==> config.mk <==
export PLATFORM = sky130hd
export DESIGN_NAME = uart_frame_engine
export DESIGN_NICKNAME = d
export VERILOG_FILES = /design/src/rtl/uart_frame_pkg.sv /design/src/rtl/uart_frame_tx.sv /design/src/rtl/uart_frame_engine.sv
export SDC_FILE = /design/constraint.sdc
export NUM_CORES = 1
export LEC_CHECK = 0
export ABC_AREA = 0
export BUFFER_PORTS_ARGS = -buffer_cell sky130_fd_sc_hd__buf_2
export CAP_MARGIN = 20
export CORE_MARGIN = 2
export CORE_UTILIZATION = 57
export DETAILED_ROUTE_END_ITERATION = 8
export PLACE_DENSITY = 0.87
export SYNTH_ARGS = -nofsm -noshare
export SYNTH_HDL_FRONTEND = slang
export SYNTH_SLANG_ARGS = --single-unit
==> constraint.sdc <==
create_clock -name clk -period 18.74 [get_ports clk]
set_input_delay 2.811 -clock clk [delete_from_list [all_inputs] [get_ports clk]]
set_output_delay 2.811 -clock clk [all_outputs]
set_load 0.02 [all_outputs]
==> src/rtl/uart_frame_pkg.sv <==
// Shared definitions for the UART framed-packet layer: SOF default, FSM
// encodings, checksum step and channel-width helper.
package uart_frame_pkg;

    localparam logic [7:0] SOF_DEFAULT = 8'hA5;

    typedef enum logic [1:0] {
        R_IDLE,
        R_CH,
        R_PAY,
        R_CHK
    } rx_state_t;

    typedef enum logic [2:0] {
        T_IDLE,
        T_SOF,
        T_CH,
        T_PAY,
        T_CHK
    } tx_state_t;

    // One step of the XOR-reduce checksum; callers zero-extend and truncate.
    function automatic logic [31:0] chk_step(input logic [31:0] acc, input logic [31:0] b);
        return acc ^ b;
    endfunction

    // Width of an index into n items, never narrower than one bit.
    function automatic int ch_width(input int n);
        return (n > 1) ? $clog2(n) : 1;
    endfunction

endpackage

==> src/rtl/uart_frame_tx.sv <==
// TX side: ext_send synchroniser and edge detect, trigger capture and the
// byte serialiser that walks SOF, CH, payload, CHK with ready/valid handshake.
module uart_frame_tx
    import uart_frame_pkg::*;
#(
    parameter int              DBITS       = 8,
    parameter int              FRAME_BYTES = 18,
    parameter int              CHW         = 2,
    parameter logic [DBITS-1:0] SOF        = DBITS'(SOF_DEFAULT)
) (
    input  logic                         clk,
    input  logic                         reset,
    input  logic                         ext_send,
    input  logic                         tx_send,
    input  logic [CHW-1:0]               tx_ch,
    input  logic [FRAME_BYTES*DBITS-1:0] tx_payload,
    input  logic                         tx_ready,
    output logic [DBITS-1:0]             tx_data,
    output logic                         tx_valid,
    output logic                         tx_busy
);

    localparam int CW = ch_width(FRAME_BYTES);

    tx_state_t                    state_reg, state_next;
    logic [2:0]                   sync_reg;
    logic                         trigger;
    logic [DBITS-1:0]             ch_reg;
    logic [DBITS-1:0]             chk_reg;
    logic [DBITS-1:0]             chk_calc;
    logic [FRAME_BYTES*DBITS-1:0] pay_reg;
    logic [CW-1:0]                cnt_reg;

    // sync_reg[1:0] resynchronise the pin, sync_reg[2] holds the previous level.
    assign trigger = (sync_reg[1] & ~sync_reg[2]) | tx_send;
    assign tx_busy = (state_reg != T_IDLE);

    always_comb begin
        chk_calc = DBITS'(tx_ch);
        for (int k = 0; k < FRAME_BYTES; k++) begin
            chk_calc = DBITS'(chk_step(32'(chk_calc), 32'(tx_payload[k*DBITS +: DBITS])));
        end
    end

    always_ff @(posedge clk or posedge reset) begin
        if (reset) begin
            state_reg <= T_IDLE;
        end else begin
            state_reg <= state_next;
        end
    end

    always_comb begin
        state_next = state_reg;
        tx_valid   = 1'b0;
        tx_data    = '0;
        case (state_reg)
            T_IDLE: begin
                if (trigger) state_next = T_SOF;
            end
            T_SOF: begin
                tx_valid = 1'b1;
                tx_data  = SOF;
                if (tx_ready) state_next = T_CH;
            end
            T_CH: begin
                tx_valid = 1'b1;
                tx_data  = ch_reg;
                if (tx_ready) state_next = T_PAY;
            end
            T_PAY: begin
                tx_valid = 1'b1;
                tx_data  = pay_reg[DBITS-1:0];
                if (tx_ready && cnt_reg == CW'(FRAME_BYTES - 1)) state_next = T_CHK;
            end
            T_CHK: begin
                tx_valid = 1'b1;
                tx_data  = chk_reg;
                if (tx_ready) state_next = T_IDLE;
            end
            default: state_next = T_IDLE;
        endcase
    end

    always_ff @(posedge clk or posedge reset) begin
        if (reset) begin
            sync_reg <= '0;
            ch_reg   <= '0;
            chk_reg  <= '0;
            pay_reg  <= '0;
            cnt_reg  <= '0;
        end else begin
            sync_reg <= {sync_reg[1:0], ext_send};
            if (state_reg == T_IDLE && trigger) begin
                ch_reg  <= DBITS'(tx_ch);
                pay_reg <= tx_payload;
                chk_reg <= chk_calc;
                cnt_reg <= '0;
            end else if (state_reg == T_PAY && tx_ready) begin
                // Shift so the next payload byte is always at the bottom.
                pay_reg <= pay_reg >> DBITS;
                cnt_reg <= cnt_reg + CW'(1);
            end
        end
    end

endmodule

==> src/rtl/uart_frame_engine.sv <==
// Framed-packet layer: RX frame assembly with checksum/channel/timeout checks,
// plus the TX serialiser instance.
module uart_frame_engine
    import uart_frame_pkg::*;
#(
    parameter int               DBITS          = 8,
    parameter int               FRAME_BYTES    = 18,
    parameter int               NUM_CH         = 4,
    parameter logic [DBITS-1:0] SOF            = DBITS'(SOF_DEFAULT),
    parameter int               TIMEOUT_CYCLES = 1_033_400,
    localparam int              CHW            = ch_width(NUM_CH)
) (
    input  logic                         clk,
    input  logic                         reset,
    input  logic [DBITS-1:0]             rx_data,
    input  logic                         rx_valid,
    output logic [DBITS-1:0]             tx_data,
    output logic                         tx_valid,
    input  logic                         tx_ready,
    output logic [FRAME_BYTES*DBITS-1:0] frame_out,
    output logic [CHW-1:0]               frame_ch,
    output logic                         frame_valid,
    output logic                         frame_err,
    output logic                         rx_avail,
    input  logic                         rx_ack,
    input  logic                         ext_send,
    input  logic                         tx_send,
    input  logic [CHW-1:0]               tx_ch,
    input  logic [FRAME_BYTES*DBITS-1:0] tx_payload,
    output logic                         tx_busy
);

    localparam int             CW       = ch_width(FRAME_BYTES);
    localparam int             TW       = $clog2(TIMEOUT_CYCLES + 1);
    localparam logic [DBITS:0] NUM_CH_L = (DBITS + 1)'(NUM_CH);

    rx_state_t                    state_reg, state_next;
    logic [CW-1:0]                cnt_reg;
    logic [DBITS-1:0]             ch_reg;
    logic [DBITS-1:0]             xor_reg;
    logic [FRAME_BYTES*DBITS-1:0] hold_reg;
    logic [TW-1:0]                timer_reg;
    logic [FRAME_BYTES*DBITS-1:0] frame_out_reg;
    logic [CHW-1:0]               frame_ch_reg;
    logic                         frame_valid_reg;
    logic                         frame_err_reg;
    logic                         rx_avail_reg;
    logic                         timeout_hit;
    logic                         good_frame;
    logic                         bad_frame;

    assign frame_out   = frame_out_reg;
    assign frame_ch    = frame_ch_reg;
    assign frame_valid = frame_valid_reg;
    assign frame_err   = frame_err_reg;
    assign rx_avail    = rx_avail_reg;

    assign timeout_hit = (state_reg != R_IDLE) && !rx_valid &&
                         (timer_reg == TW'(TIMEOUT_CYCLES - 1));

    always_ff @(posedge clk or posedge reset) begin
        if (reset) begin
            state_reg <= R_IDLE;
        end else begin
            state_reg <= state_next;
        end
    end

    always_comb begin
        state_next = state_reg;
        good_frame = 1'b0;
        bad_frame  = 1'b0;
        if (timeout_hit) begin
            state_next = R_IDLE;
            bad_frame  = 1'b1;
        end else if (rx_valid) begin
            case (state_reg)
                R_IDLE: if (rx_data == SOF) state_next = R_CH;
                R_CH:   state_next = R_PAY;
                R_PAY:  if (cnt_reg == CW'(FRAME_BYTES - 1)) state_next = R_CHK;
                R_CHK: begin
                    state_next = R_IDLE;
                    if (rx_data == xor_reg && {1'b0, ch_reg} < NUM_CH_L) good_frame = 1'b1;
                    else                                                 bad_frame  = 1'b1;
                end
                default: state_next = R_IDLE;
            endcase
        end
    end

    always_ff @(posedge clk or posedge reset) begin
        if (reset) begin
            cnt_reg         <= '0;
            ch_reg          <= '0;
            xor_reg         <= '0;
            hold_reg        <= '0;
            timer_reg       <= '0;
            frame_out_reg   <= '0;
            frame_ch_reg    <= '0;
            frame_valid_reg <= 1'b0;
            frame_err_reg   <= 1'b0;
            rx_avail_reg    <= 1'b0;
        end else begin
            frame_valid_reg <= good_frame;
            frame_err_reg   <= bad_frame;

            // Idle never times out; any byte restarts the inter-byte window.
            if (state_reg == R_IDLE || rx_valid || timeout_hit) timer_reg <= '0;
            else                                                 timer_reg <= timer_reg + TW'(1);

            if (good_frame) begin
                frame_out_reg <= hold_reg;
                frame_ch_reg  <= ch_reg[CHW-1:0];
            end

            if (good_frame)  rx_avail_reg <= 1'b1;
            else if (rx_ack) rx_avail_reg <= 1'b0;

            if (rx_valid) begin
                case (state_reg)
                    R_CH: begin
                        ch_reg  <= rx_data;
                        xor_reg <= rx_data;
                        cnt_reg <= '0;
                    end
                    R_PAY: begin
                        for (int k = 0; k < FRAME_BYTES; k++) begin
                            if (cnt_reg == CW'(k)) hold_reg[k*DBITS +: DBITS] <= rx_data;
                        end
                        xor_reg <= DBITS'(chk_step(32'(xor_reg), 32'(rx_data)));
                        cnt_reg <= cnt_reg + CW'(1);
                    end
                    default: ;
                endcase
            end
        end
    end

    uart_frame_tx #(
        .DBITS       (DBITS),
        .FRAME_BYTES (FRAME_BYTES),
        .CHW         (CHW),
        .SOF         (SOF)
    ) u_tx (
        .clk        (clk),
        .reset      (reset),
        .ext_send   (ext_send),
        .tx_send    (tx_send),
        .tx_ch      (tx_ch),
        .tx_payload (tx_payload),
        .tx_ready   (tx_ready),
        .tx_data    (tx_data),
        .tx_valid   (tx_valid),
        .tx_busy    (tx_busy)
    );

endmodule
After elaboration in Yosys (flattened, before gate mapping)
Cells that the tools add are included.
W data, S select, Z words.
{"block": "classes", "addsub": 3, "magnitude_cmp": 1, "n_eq_ne": 35, "muxes": 30, "bitwise": 22, "n_reduce_logical": 41}
{"operator": "$mux W144", "count": 2}
{"operator": "$xor A8 B8 Y8", "count": 18}
{"operator": "$reduce_and A3 Y1", "count": 19}
{"operator": "$eq A5 B4 Y1 const B", "count": 8}
{"operator": "$pmux W8 S4", "count": 1}
{"operator": "$add A20 B1 Y20 const B", "count": 1}
{"operator": "$eq A20 B20 Y1 const B", "count": 1}
{"operator": "$eq A5 B3 Y1 const B", "count": 4}
{"operator": "$mux W20", "count": 1}
{"operator": "$pmux W8 S2", "count": 1}
{"operator": "$eq A5 B5 Y1 const B", "count": 3}
{"operator": "$mux W3", "count": 5}
{"operator": "$pmux W3 S5", "count": 1}
{"operator": "$mux W1", "count": 11}
{"operator": "$add A5 B1 Y5 const B", "count": 2}
{"operator": "$eq A5 B2 Y1 const B", "count": 2}
{"operator": "$mux W5", "count": 2}
{"operator": "$pmux W5 S2", "count": 1}
{"operator": "$reduce_bool A2 Y1", "count": 5}
{"operator": "$eq A8 B8 Y1", "count": 1}
{"operator": "$eq A8 B8 Y1 const B", "count": 1}
{"operator": "$lt A8 B3 Y1 const B", "count": 1}
{"operator": "$mux W2", "count": 4}
{"operator": "$pmux W2 S4", "count": 1}
{"operator": "23 further kinds", "count": 36}
{"block": "totals", "register_bits": 501, "inputBits": 161, "output_inout_bits": 159, "word_cells": 166}

Longest topological paths before layout
Gate-level depths: netlist of the first run.
{"block": "logic_depth", "word_depth": 18, "ltp_mapped": 9, "depth_no_buf": 7}

Hierarchy
A second synthesis of the first run with hierarchy kept.
{"block": "unflattened", "hier_cells": 1877, "hier_area_um2": 21892.2}
{"module": "uart_frame_engine", "instances": 1, "cells_each": 876, "area_each_um2": 13212.7, "seq_area_each_um2": 8408.1}
{"module": "uart_frame_tx", "instances": 1, "cells_each": 1001, "area_each_um2": 8679.6, "seq_area_each_um2": 4129.0}

Least setup slack after synthesis of the first run
No wires, ideal clock.
{"block": "synth_timing", "kind": "input port to flip-flop", "from": "input port rx_data[6]", "to": "register frame_out_reg[100], in the netlist frame_out[100]", "setup_time_ps": 127, "arrival_ps": 4186, "t_required_ps": 18613, "slack_ps": 14427, "stages": 7, "path_buffers": 2, "path_cell_list": "xnor2_1 -> nand4_1 -> nor4_2 -> and2b_2 -> buf_8 -> buf_8 -> mux2_1"}
{"block": "synth_between", "elab_chain_len": 6}
{"element": "start: declaration", "line_no": "uart_frame_engine.sv:15", "rtl": "input logic [DBITS-1:0] rx_data,"}
{"element": "$eq A8 B8 Y1", "line_no": "uart_frame_engine.sv:83", "rtl": "if (rx_data == xor_reg && {1'b0, ch_reg} < NUM_CH_L) good_frame = 1'b1;"}
{"element": "$logic_and A1 B1 Y1", "line_no": "uart_frame_engine.sv:83"}
{"element": "$mux W1", "line_no": "uart_frame_engine.sv:83"}
{"element": "$mux W1", "line_no": "uart_frame_engine.sv:77", "rtl": "case (state_reg)"}
{"element": "$mux W1", "line_no": "uart_frame_engine.sv:76", "rtl": "end else if (rx_valid) begin"}
{"element": "$mux W1", "line_no": "uart_frame_engine.sv:73", "rtl": "if (timeout_hit) begin"}
{"element": "end signal: assignment", "line_no": "uart_frame_engine.sv:112", "rtl": "frame_out_reg <= hold_reg;"}
{"element": "end: declaration", "line_no": "uart_frame_engine.sv:43", "rtl": "logic [FRAME_BYTES*DBITS-1:0] frame_out_reg;"}
Every way passes these cells.
A chain may end at the register's enable or synchronous reset.

Final worst setup path of the first run
{"block": "layout_timing", "from": "input port rx_data[2]", "to": "register frame_out_reg[43], in the netlist frame_out[43]"}
The elaborated chain is that of the path after synthesis.

==> impl_results.md, run 1 <==
* Status: completed
* Die H at 200.0 um
* Layout cells sized above 1 at 27.76%
* Multi-input logic area at 8707 um^2
* Number of top-level pins at 320
* DR WL/cell at 20.89 um
* Register area at 12540 um^2
* Largest fanout on the critical path at 80
* Die Area at 39990 um^2
* Hold WC Path Type: flip-flop to flip-flop
* Setup crit start: rx_data[2]
* TritonCTS clock tree: built
* Crit path capture type: flip-flop
* Yosys warnings at 0
* Dominant synthesized flop cell: dfrtp_1
* VDD IR max at 0.00008719 V
* Yosys reg bits at 501
* Cell taking the most area after synthesis: dfrtp_1
* CTS buffer count at 49
* Critical register-to-register path startpoint: ch_reg[2]$_DFFE_PP0P_
* Worst Setup Path Type: input pin to flip-flop
* # hold bufs at CTS at 0
* Drt first pass iters at 6
* Max Buffers Root-to-Sink at 3
* First-pass GRT wire length at 87380 um
* Core area at 37760 um^2
* Setup WS post-layout at 12.82 ns
* PwrDens at 115.1 nW/um^2
* Vias at 15490
* WL final at 56210 um
* Layout area overhead at 15.13%
* Top-count cell post-synth: dfrtp_1
* Placed inst area at 23640 um^2
* Arr. time, crit path at 6.38 ns
* Fin nets at 2312
* Endpoints failing setup at 0
* Final hold violations at 0
* Clock insertion delay at the later pin of the skew report at 0.60 ns
* Number of vias per cell at 5.757
* Pre-CTS setup slack at 12.28 ns
* Area share of the largest cell type after synthesis at 57.27%
* Area contributors post-synth: dfrtp_1, mux2_2, mux2_1
* Final Core Density at 66.76%
* Yosys cell types at 49
* Syn Nets at 2044
* Antenna violations before repair at 15
* PostCTS Resize Cnt at 0
* WP data required at 19.20 ns
* Post-synth EDFFs at 0
* CTS H-Tree Depth at 2
* HPWL Detailed at 36940 um
* Hold WS at 0.3652 ns
* Async set-reset flop share out of synthesis at 100.0%
* DRC viols at 0
* Crit start category: input pin
* Fmax at 168.8 MHz
* Period utilisation layout at 31.61%
* LEAKAGE at 0.01272 uW
* Iter 0 DRT Violations at 1069
* Register area share after synthesis at 57.27%
* Period minus WS final at 5.925 ns
* Hold Crit Depth at 0
* Fin Clk Skew at 0.02466 ns
* Die extent in x at 200.0 um
* Setup TNS at 0 ns
* Slew margin rel. at 26.22%
* Post-route ant nets at 0
* Worst Reg-to-Reg Cells at 6
* Row cnt at 71
* Final Cell Area at 25210 um^2
* Total gr overflow at 0
* CTS Sinks at 501
* RSZ-0062 raised after global routing: false
* Fill cells at 2598
* Gr usage total at 28.35%
* Syn avg cell area at 11.70 um^2
* PortBufs at 319
* Synthesized area at 21890 um^2
* Synth cell count leaders: dfrtp_1, nand2_1, mux2_2
* Worst slew pin tran at 1.107 ns
* Max_cap viols at 0
* Root Buffer: clkbuf_16
* Synth Instances at 1871
* Vias in the first global route at 15960
* Clk pin slew, worst setup/hold paths at 0.06 ns
* Hold path start: u_tx.sync_reg[0]$_DFF_PP0_
* Initial Utilization at 57.99%
* Post-CTS Setup Bufs at 0
* Largest net degree at the start of global routing at 197
* Placer Congestion at 0.8878
* Slew Viols, Final at 0
-- power breakdown --
part / leakage [uW] / internal (uW) / switching [uW]
Sequential: 0.00688 / 1260 / 124
Combinational: 0.00508 / 222 / 337
Clock: 0.000760 / 545 / 417
-- routing by layer --
layer  global-route usage [%]  up-vias  share of wire (%)
li1                         -     6920                  -
met1                    34.79     7755                 39
met2                    47.88      653                 49
met3                    7.527      154                8.0
met4                    11.52       10                3.8
met5                        0        -               0.12
-- cell families after synthesis --
| group | Yosys count | synth area share [%] |
|---|---|---|
| mux | 300 | 15.43 |
| buf+inv | 126 | 3.046 |
| flops | 501 | 57.27 |
| simple gates | 569 | 10.81 |
| fa+ha+maj | 12 | 0.6858 |
| compound gates | 208 | 6.058 |
| xor+xnor | 155 | 6.704 |
-- per-stage QoR --
stage                     total power (uW)  instances
final                                 2901       2691
after global routing                  3026       2686
after CTS                             2904       2683
after detailed placement              1937       2599
after global placement                1901       2599
after floorplan                       1770       1871
-- layout make-up --
| cell class | instances | area share (%) |
|---|---|---|
| Clock buffer | 74 | 5.719 |
| Clock inverter | 10 | 0.4269 |
| Sequential cell | 501 | 49.74 |
| Tap cell | 511 | 2.537 |
| Multi-Input combinational cell | 1244 | 34.54 |
| Antenna cell | 8 | 0.07942 |
| Timing Repair Buffer | 328 | 6.701 |
| Inverter | 15 | 0.2532 |
-- cells in the final DEF, fill, tap and decap left out, types with 4 or more instances in the layout --
cell	instances
nor2_1	178
nor3_1	4
clkbuf_1	14
a311oi_1	8
xnor2_1	124
ha_1	12
nand4_1	14
mux2_2	187
and3_1	4
and4_1	5
clkbuf_8	10
dfrtp_1	501
o21ai_0	22
mux2_1	113
clkbuf_16	50
buf_4	7
clkinv_2	5
a21oi_1	16
nand2_1	305
a22o_1	15
xor2_1	23
buf_2	319
diode_2	8
nor2_2	9
nand3_1	16
xnor3_1	8
a31oi_1	137
nand2b_1	6
or3_1	5
inv_1	13
-- final timing paths --
check / end / slack, ns
max in group asynchronous: hold_reg[57]$_DFFE_PP0P_ / 14.72
worst max-delay path: frame_out[43]$_DFFE_PP0P_ / 12.82
worst max register to register: frame_out[43]$_DFFE_PP0P_ / 15.00
worst min-delay path: u_tx.sync_reg[1]$_DFF_PP0_ / 0.37
min in group asynchronous: frame_out[132]$_DFFE_PP0P_ / 2.40
worst min register to register: u_tx.sync_reg[1]$_DFF_PP0_ / 0.37
-- critical path, cell delays in order --
cell,delay (ns)
buf_2,0.51
xnor2_1,0.20
nand4_1,0.15
nor4_2,0.35
and2b_4,0.89
buf_4,0.97
mux2_1,0.41
No activity file was read; power rests on OpenSTA's default activity.
==> run 2, diff against run 1 <==
- clock period: 18.74 -> 5.7 ns (I/O delays scaled with it)
==> impl_results.md, run 2 (same netlist as run 1, synthesis figures left out) <==
* Layout area overhead at 15.92%
* Final hold violations at 0 (unchanged)
* Non-Filler Instances at 2698 (+0.26%)
* First-pass GRT wire length at 87280 um (-0.12%)
* WP data required at 4.85 ns (-14.35 ns)
* Largest fanout on the critical path at 15 (-81%)
* Status: completed
* Layout cells sized above 1 at 28.01% (+0.24 points)
* Max Buffers Root-to-Sink at 3 (unchanged)
* CTS Sinks at 501 (unchanged)
* LEAKAGE at 0.01279 uW (+0.57%)
* Post-route ant nets at 0 (unchanged)
* RSZ-0062 raised after global routing: false
* Post-CTS Setup Bufs at 0 (unchanged)
* R2r setup slk at 2.81 ns (-12.19 ns)
* Max_cap viols at 0 (unchanged)
* Most common cell after layout, fill and taps aside: dfrtp_1
* Met2 Use GR at 47.85% (about the same)
* Vias in the first global route at 15820 (-0.86%)
* Vias at 15580 (+0.58%)
* Fin Clk Skew at 0.03225 ns (+0.007582 ns)
* DR WL/cell at 21.01 um (+0.57%)
* Number of top-level pins at 320 (unchanged)
* Placed cell count at 2600 (+0.038%)
* # hold bufs at CTS at 0 (unchanged)
* Fill cells at 2509 (-3.4%)
* Gr usage total at 28.43% (+0.079 points)
* Crit start category: flip-flop
* Core area at 37760 um^2 (unchanged)
* Die extent in x at 200.0 um (unchanged)
* Routing usage on met1 at 35.34% (+0.55 points)
* Drt first pass iters at 5 (-1)
* PostCTS Resize Cnt at 0 (unchanged)
* PwrDens at 382.2 nW/um^2 (+230%)
* Met3 usage at 6.670% (-0.86 points)
* Crit path capture type: output port
* Worst Setup Path Type: flip-flop to output port
* Fin nets at 2314 (+0.087%)
* Most frequent cells in the layout: dfrtp_1, buf_2, nand2_1
* Clk pin slew, worst setup/hold paths at 0.06 ns (about the same)
* PortBufs at 319 (unchanged)
* TritonCTS clock tree: built
* Final Power at 9698 uW (+230%)
* Iter 0 DRT Violations at 1452 (+36%)
* Slew Viols, Final at 0 (unchanged)
* Endpoints failing setup at 0 (unchanged)
* Antenna violations before repair at 13 (-2)
* Grt peak-use layer: met2
* Root Buffer: clkbuf_16
* Period minus WS final at 3.197 ns
* CTS H-Tree Depth at 2 (unchanged)
* Hold WC Path Type: flip-flop to flip-flop
* VDD IR max at 0.0002851 V (+230%)
* Slew margin rel. at 33.80% (+7.6 points)
* Worst slew pin tran at 0.9930 ns (-0.1137 ns)
* Clock insertion delay at the later pin of the skew report at 0.61 ns (about the same)
* WL final at 56680 um (+0.83%)
* Die Area at 39990 um^2 (unchanged)
* CTS buffer count at 50 (+2.0%)
* Number of vias per cell at 5.775 (+0.32%)
* Period utilisation layout at 56.08%
* Total gr overflow at 0 (unchanged)
* DRC viols at 0 (unchanged)
* Die H at 200.0 um (unchanged)
* Initial Utilization at 57.99% (unchanged)
* Fmax at 312.8 MHz
* Row cnt at 71 (unchanged)
* Largest net degree at the start of global routing at 184 (-6.6%)
* Arr. time, crit path at 2.34 ns (-4.04 ns)
* Placer Congestion at 0.8770 (-1.2%)
* HPWL Detailed at 36670 um (-0.73%)
run 2: report_power, final:
part / internal, uW / switching, uW / total [uW]
Clock: 1900 / 1440 / 3340
Sequential: 4130 / 390 / 4520
Combinational: 736 / 1110 / 1840
Total: 6760 / 2940 / 9700
run 2: routing by layer:
layer / routed length [um] / up-vias
li1: - / 6937
met2: 28080 / 672
met3: 4334 / 145
met1: 22090 / 7820
met5: 65 / -
met4: 2105 / 8
run 2: stage by stage:
step | setup WS, ns | area [um^2] | TNS (ns) | hold WS [ns] | utilization, %
floorplan | -1.953 | 21900 | -978.69 | 0.3312 | -
global placement | 2.317 | 23680 | 0 | 0.3383 | 62.71
detailed placement | 2.260 | 23680 | 0 | 0.3491 | 62.71
CTS | 2.495 | 25350 | 0 | 0.3422 | 67.15
global route | 2.365 | 25360 | 0 | 0.3633 | 67.17
finish | 2.503 | 25380 | 0 | 0.3653 | 67.21
run 2: layout make-up:
class	count	area, um^2	share of cell area (%)
sequential	501	12540	49.40
multi-input combinational	1244	8707	34.31
timing repair buffer	329	1734	6.834
clock buffer	76	1479	5.828
tap	511	639.4	2.519
clock inverter	13	197.7	0.7790
inverter	15	60.06	0.2367
antenna	9	22.52	0.08875
run 2: critical path, stage by stage (launching register included):
cell	delay [ns]
dfrtp_1	0.54
nor3_1	0.75
nand2_1	0.15
o31ai_1	0.11
buf_2	0.21
run 2: path summary, 6_finish.rpt:
path / from / to / depth (start not counted)
max in group asynchronous: reset / u_tx.pay_reg[21]$_DFFE_PP0P_ / 3
hold / removal: u_tx.sync_reg[0]$_DFF_PP0_ / u_tx.sync_reg[1]$_DFF_PP0_ / 0
hold reg to reg: u_tx.sync_reg[0]$_DFF_PP0_ / u_tx.sync_reg[1]$_DFF_PP0_ / 0
setup / recovery: u_tx.state_reg[1]$_DFFE_PP0P_ / tx_data[0] / 4
min in group asynchronous: reset / frame_out[115]$_DFFE_PP0P_ / 3
setup reg to reg: u_tx.state_reg[1]$_DFFE_PP0P_ / u_tx.pay_reg[141]$_DFFE_PP0P_ / 5
